## src/rtl/display_sequencer.sv

```systemverilog
// Item scheduler for the three-digit seven-segment display: dwell-timed RUN, manual step in PAUSE.
// Optional macro DISPLAY_SEQ_PINGPONG_EN selects ping-pong ordering instead of wrap-around per dir.
module display_sequencer #(
  parameter int unsigned DWELL_CYCLES = 50000000,
  parameter int unsigned NUM_ITEMS    = 4,
  parameter int unsigned SEL_W        = 2
) (
  input  logic             clk,
  input  logic             rst,
  input  logic             run_en,
  input  logic             step,
  input  logic             dir,
  output logic [SEL_W-1:0] select,
  output logic             tick,
  output logic             paused
);

  localparam int unsigned      CNT_W    = (DWELL_CYCLES > 1) ? $clog2(DWELL_CYCLES) : 1;
  localparam logic [CNT_W-1:0] CNT_ZERO = CNT_W'(0);
  localparam logic [CNT_W-1:0] CNT_ONE  = CNT_W'(1);
  localparam logic [CNT_W-1:0] CNT_LAST = CNT_W'(DWELL_CYCLES - 1);
  localparam logic [SEL_W-1:0] SEL_ZERO = SEL_W'(0);
  localparam logic [SEL_W-1:0] SEL_ONE  = SEL_W'(1);
  localparam logic [SEL_W-1:0] SEL_LAST = SEL_W'(NUM_ITEMS - 1);

  typedef enum logic [0:0] {
    ST_RUN   = 1'b0,
    ST_PAUSE = 1'b1
  } state_e;

  state_e           state_q, state_d;
  logic [CNT_W-1:0] cnt_q, cnt_d;
  logic [SEL_W-1:0] select_q, select_d;
  logic             tick_q, tick_d;
  logic             paused_q, paused_d;
  logic             step_q, step_d;
  logic             step_edge_s;
  logic             term_s;
  logic             advance_s;

`ifdef DISPLAY_SEQ_PINGPONG_EN
  localparam logic [SEL_W-1:0] SEL_PENULT = SEL_W'(NUM_ITEMS - 2);

  logic down_q, down_d;
  logic unused_dir_s;

  assign unused_dir_s = dir;

  // Returns {new_down, new_index}; the direction flips when an end of the range is reached.
  function automatic logic [SEL_W:0] pingpong_next(input logic [SEL_W-1:0] cur, input logic down);
    logic [SEL_W:0] res;
    if (down) begin
      if (cur == SEL_ZERO) begin
        res = {1'b0, SEL_ONE};
      end else begin
        res = {1'b1, cur - SEL_ONE};
      end
    end else begin
      if (cur >= SEL_LAST) begin
        res = {1'b1, SEL_PENULT};
      end else begin
        res = {1'b0, cur + SEL_ONE};
      end
    end
    return res;
  endfunction
`else
  // Wrap-around successor; never yields an index at or above NUM_ITEMS.
  function automatic logic [SEL_W-1:0] wrap_next(input logic [SEL_W-1:0] cur, input logic down);
    logic [SEL_W-1:0] nxt;
    if (down) begin
      if (cur == SEL_ZERO) begin
        nxt = SEL_LAST;
      end else begin
        nxt = cur - SEL_ONE;
      end
    end else begin
      if (cur >= SEL_LAST) begin
        nxt = SEL_ZERO;
      end else begin
        nxt = cur + SEL_ONE;
      end
    end
    return nxt;
  endfunction
`endif

  // Next-state, dwell counter and advance decision.
  always_comb begin
    step_edge_s = step & ~step_q;
    term_s      = (cnt_q == CNT_LAST);
    state_d     = state_q;
    cnt_d       = cnt_q;
    advance_s   = 1'b0;
    case (state_q)
      ST_RUN: begin
        // Terminal count and a step edge in the same cycle still make one advance.
        advance_s = term_s | step_edge_s;
        if (advance_s) begin
          cnt_d = CNT_ZERO;
        end else if (run_en) begin
          cnt_d = cnt_q + CNT_ONE;
        end else begin
          cnt_d = cnt_q;
        end
        if (run_en) begin
          state_d = ST_RUN;
        end else begin
          state_d = ST_PAUSE;
        end
      end
      ST_PAUSE: begin
        advance_s = step_edge_s;
        if (run_en) begin
          state_d = ST_RUN;
          cnt_d   = CNT_ZERO;
        end else begin
          state_d = ST_PAUSE;
          cnt_d   = cnt_q;
        end
      end
      default: begin
        state_d   = ST_PAUSE;
        cnt_d     = CNT_ZERO;
        advance_s = 1'b0;
      end
    endcase
  end

  // Item index update on an advance, plus the registered status outputs.
  always_comb begin
    select_d = select_q;
`ifdef DISPLAY_SEQ_PINGPONG_EN
    down_d = down_q;
    if (advance_s) begin
      {down_d, select_d} = pingpong_next(select_q, down_q);
    end else begin
      down_d   = down_q;
      select_d = select_q;
    end
`else
    if (advance_s) begin
      select_d = wrap_next(select_q, dir);
    end else begin
      select_d = select_q;
    end
`endif
    tick_d   = advance_s;
    paused_d = (state_d == ST_PAUSE);
    step_d   = step;
  end

  // State register; step_q resets high so a step held through reset is not an edge.
  always_ff @(posedge clk) begin
    if (rst) begin
      state_q  <= ST_PAUSE;
      cnt_q    <= CNT_ZERO;
      select_q <= SEL_ZERO;
      tick_q   <= 1'b0;
      paused_q <= 1'b1;
      step_q   <= 1'b1;
`ifdef DISPLAY_SEQ_PINGPONG_EN
      down_q   <= 1'b0;
`endif
    end else begin
      state_q  <= state_d;
      cnt_q    <= cnt_d;
      select_q <= select_d;
      tick_q   <= tick_d;
      paused_q <= paused_d;
      step_q   <= step_d;
`ifdef DISPLAY_SEQ_PINGPONG_EN
      down_q   <= down_d;
`endif
    end
  end

  assign select = select_q;
  assign tick   = tick_q;
  assign paused = paused_q;

endmodule

```

## config.mk

```make
export PLATFORM = sky130hd
export DESIGN_NAME = display_sequencer
export DESIGN_NICKNAME = d
export VERILOG_FILES = /design/src/rtl/display_sequencer.sv
export SDC_FILE = /design/constraint.sdc
export NUM_CORES = 1
export LEC_CHECK = 0
export BUFFER_PORTS_ARGS = -buffer_cell sky130_fd_sc_hd__buf_2
export CORE_MARGIN = 3
export CORE_UTILIZATION = 55
export CTS_BUF_LIST = sky130_fd_sc_hd__clkbuf_4
export DETAILED_ROUTE_END_ITERATION = 10
export PLACE_DENSITY = 0.84
export SETUP_SLACK_MARGIN = 0.05
export SYNTH_ARGS = -nofsm -noshare
export SYNTH_HDL_FRONTEND = slang
export SYNTH_SLANG_ARGS = --single-unit
```

## constraint.sdc

```tcl
create_clock -name clk -period 2.6 [get_ports clk]
set_clock_uncertainty 0.2 [all_clocks]
set_input_delay 0.26 -clock clk [delete_from_list [all_inputs] [get_ports clk]]
set_output_delay 0.26 -clock clk [all_outputs]
set_load 0.1 [all_outputs]
```

# ---- Word level (Yosys, flattened, before mapping)
# Cells that the tools add are included.
dict set report totals {
  rom_bits 0
  reg_bits 31
  output_inout_bits 4
  ram_bits 0
  latch_bits 0
  in_bits 5
  memories 0
}
dict set report op_classes {
  n_addsub 3
  muxes 9
  reduce_logical 2
  n_shift 0
  magnitude_cmp 1
  n_div 0
  n_eq_ne 3
  bitwise 4
  mul 0
}
# cell n
set ops {}
lappend ops {{2-to-1 mux 26 bit} 3}
lappend ops {{one-hot mux 26 bit (2 select lines)} 1}
lappend ops {{adder 26 x 1 -> 26 bit (second input constant)} 1}
lappend ops {{== test 26 bit (second input constant)} 1}
lappend ops {{2-to-1 mux 2 bit} 3}
lappend ops {{!= test 3 bit (second input constant)} 1}
lappend ops {{adder 2 x 1 -> 2 bit (second input constant)} 1}
lappend ops {{greater-or-equal comparator 2 bit (second input constant)} 1}
lappend ops {{zero test 2 bit} 1}
lappend ops {{!= test 2 bit (second input constant)} 1}
lappend ops {{inverter 1 bit} 2}
lappend ops {{one-hot mux 1 bit (2 select lines)} 1}
lappend ops {{AND reduction 2 bit} 1}
lappend ops {{subtractor 2 x 1 -> 2 bit (second input constant)} 1}
lappend ops {{AND 1 bit} 1}
lappend ops {{2-to-1 mux 1 bit} 1}
lappend ops {{bitwise OR 1 bit} 1}

# ---- Logic depth before layout (Yosys ltp)
dict set report depth {
  depth_word 5
  ltp_mapped 7
}

# ---- Worst setup path after synthesis
# No wires, ideal clock.
dict set report synth_path {
  path_type {register to register}
  startpoint {register paused (netlist name)}
  endpoint {register cnt_q[15]}
  setup_time_ns 0.087
  stages_incl_launch_ff 7
  path_slack_ns -0.138
  period_less_slack_ns 2.738
  t_arrival_ns 2.451
  path_cell_list {dfxtp_1 inv_1 and2_1 a2111oi_2 buf_2 a22oi_1 o31ai_1}
}
# item line
set synth_rtl {}
lappend synth_rtl {{to (signal assigned)} 167} ;# cnt_q <= cnt_d;
lappend synth_rtl {{to (decl)} 32} ;# logic [CNT_W-1:0] cnt_q, cnt_d;

# ---- Worst setup path after layout
dict set report layout_path {
  startpoint {register cnt_q[0]}
  endpoint {register cnt_q[17]}
}
dict set report layout_via {
  elab_chain_cells 4
  elab_cells_between_ends 8
  cone_classes {add/sub: 1; eq/ne: 2; mux: 3; bitwise: 1; reduce/logical: 1}
}
# item line
set layout_rtl {}
lappend layout_rtl {{adder 26 x 1 -> 26 bit or == test 26 bit (tied branches)} {102, 91}}
lappend layout_rtl {{2-to-1 mux 26 bit or bitwise OR 1 bit (tied branches)} {101, 98}}
lappend layout_rtl {{2-to-1 mux 26 bit or != test 3 bit (tied branches)} --}
lappend layout_rtl {{one-hot mux 26 bit (2 select lines) or AND reduction 2 bit (tied branches)} --}
# Parallel ways exist; a longest one is shown, timed or not. The select of a mux whose other input is x is not followed.
# A chain may end at the register's enable or synchronous reset.

==> results.md <==
* Status: complete, no violations
* Die width at slightly above 60 µm
* Yosys top cell area share at a little over a third
* Slew @ Worst Pin at 0.666 ns
* Worst Setup SP: cnt_q[0]
* Most common cell after layout, fill and taps aside: dfxtp_1
* Critical path peak fanout at 25
* Clock Latency Late Sink at approximately 0.33 ns
* Root Buffer: clkbuf_4
* Sequential area share after synthesis at between 30% and 40%
* Post-DRT Antenna Nets at 0
* Row Count at 19
* Inserted Diodes at 0
* Clock Path Buffers at 2
* PwrDens at between 400 and 500 nW/µm²
* Post-layout util at ~66%
* Share of cells above drive strength 1 at 20.6%
* RR Startpoint: cnt_q[0]
* Count of input and output buffers at 8
* Synth warn at 0
* WS Path Type: register to register
* Total of max-cap violations at 0
* Reg2Reg Capture Point: cnt_q[17]
* Most frequent cells in the layout: dfxtp_1 (30), a21oi_1 (20), nand2_1 (17)
* Min-delay src: rst
* Setup-failing EPs final at 0
* Vias in the first global route at 1,347
* Post-Syn Area at roughly 1700 µm²
* Die Ht at ~61 µm
* Distinct cells, synth at 49
* 1st-iter DRT viols at 119
* Syn Inst Count at 193
* Number of flops mapped to enable cells by yosys at 0
* Setup bufs post-CTS at 0
* Final Worst Setup Slack at between 0.15 and 0.2 ns
* Sum Neg Setup Slack at 0 ns
* Largest net degree at the start of global routing at 26
* P&R area growth vs syn at 10.6%
* Hold Path Sink: tick
* Crit path time final at 2.43 ns
* Via count at 1,566
* Placed insts at about 230
* Clock buffer count from CTS at 5
* Gr usage total at ~22%
* CP Launch Type: register
* Synth Register Bits at 31
* Drc violations at 0
* CTS tree: yes
* RePlAce Congestion at 0.848
* Non-filler cells, final at between 200 and 250
* GRT overflow at 0
* Final Power at 0.828 mW
* Synth top area cells: dfxtp_1 (37%), a21oi_1 (5.9%), nand3_1 (4.1%)
* H-tree Lvls at 2
* Final worst-path cycle share at 93.5%
* CP arrival at roughly 2.5 ns
* First-pass GRT wire length at around 6000 µm
* Layout Nets at approximately 220
* Final wirelength at between 3000 and 4000 µm
* Worst-path clk slew at approximately 0.080 ns
* Leakage at a little over 0.6 nW
* Vias/cell at roughly 6.5
* R2r setup slk at around 0.17 ns
* Max Clk Rate at between 400 and 500 MHz
* Final instance area at about 1900 µm²
* Slew Viols, Final at 0
* Pre-CTS WS at roughly 0.13 ns
* I/O pin count at 9
* Hpwl dp at roughly 2800 µm
* Slew HR at a little under three fifths
* Initial antenna violation count at 0
* Area of the core at between 2000 and 3000 µm²
* Placed instance area at roughly 1800 µm²
* Starting Density at 59.3%
* CP endpoint kind: register
* Avg Inst Size Synth at 8.77 µm²
* Final hold slack at about 0.027 ns
* Hold Crit Depth at 2
* RSZ-0062 raised after global routing: no
* First-pass iteration count of the detailed router at 4
* HP Class: primary input to register
* Worst EP required at roughly 2.7 ns
* Main synth FF type: dfxtp_1
* Avg WL per Cell at roughly 16 µm
* R2R depth at 8
* Die ar. at between 3000 and 4000 µm²
* Post-synth ARST share at 0%
* Final Hold Fails at 0
* Yosys top cell by area: dfxtp_1
* Mapped Nets at between 150 and 200
* Clk sinks at 31
* VDD IR max at between 0.0003 and 0.0004 V
-- what timing repair did --
action                                  4_1_cts  5_1_grt
hold endpoints to repair                      1        0
gates resized for setup                       0        1
endpoints found under the setup margin        0        9
hold buffers                                  1        0
-- report_power, final --
part / internal, mW / total [mW] / leakage (nW) / switching [mW]
registers: 0.479 / 0.484 / 0.250 / 0.00511
logic: 0.0240 / 0.0839 / 0.332 / 0.0599
clock network: 0.106 / 0.260 / 0.0276 / 0.153
-- metal layers --
layer  up-vias  GRT usage [%]  wire [µm]
met1       736           29.7       1820
met2        50           34.8       1840
met5         -              0          0
li1        772              -          -
met4         0           6.97         44
met3         8           6.29        224
-- critical path: stages, from the launching register on --
cell and delay [ns]:
dfxtp_1 0.36, ha_1 0.27, nand4_1 0.16, nor4_4 0.07, buf_4 0.15, a2111oi_4 0.34
buf_12 0.21, or3b_2 0.44, mux2i_1 0.14
-- sequential cells by signal, indices dropped and copies added, names as in the netlist --
name    count
select      2
tick        1
cnt_q      26
paused      1
step_q      1
-- how the worst max path moves through the flow --
stage,end,slack (ns),cells after the start
5_1_grt,cnt_q[17],0.05,5
3_3_place_gp,cnt_q[20],0.20,7
3_5_place_dp,cnt_q[17],0.13,7
2_1_floorplan,cnt_q[15],0.28,6
6_report,cnt_q[17],0.17,8
4_1_cts,cnt_q[17],0.14,7
-- kinds of logic after synthesis --
kind of cell,after synthesis,share of synthesized area (%)
AND/OR/NAND/NOR,85,32.2
adder cells (fa/ha/maj),1,0.739
AO/OA/AOI/OAI,53,21.7
XOR/XNOR,3,1.55
buffers and inverters,14,3.70
flip-flops,31,36.7
multiplexers,6,3.55
-- synth_stat cells, drive strengths merged (2+ instances only) --
cell type  instances
nor2               5
or3                7
nor3               5
a211oi             2
nand2             17
or2                3
a311oi             2
a31oi              2
buf                3
o21ai             12
dfxtp             31
mux2i              6
clkbuf             3
xor2               3
o31ai              3
or4                2
a21oi             20
and3               3
nor4               5
nand2b             2
nand4             10
a211o              2
inv                8
and4               3
a2111oi            2
or3b               3
nand4bb            2
o21a               2
nand3             14
-- final cells by class --
cell class              instances  area [µm²]
multi-input cells             148        1020
fillers                       241         980
flip-flops and latches         31         622
repair buffers                 16         115
clock buffers                   6        45.0
well taps                      31        38.8
inverters                       8        30.0
Note: power is estimated with default switching activity, not from simulation.
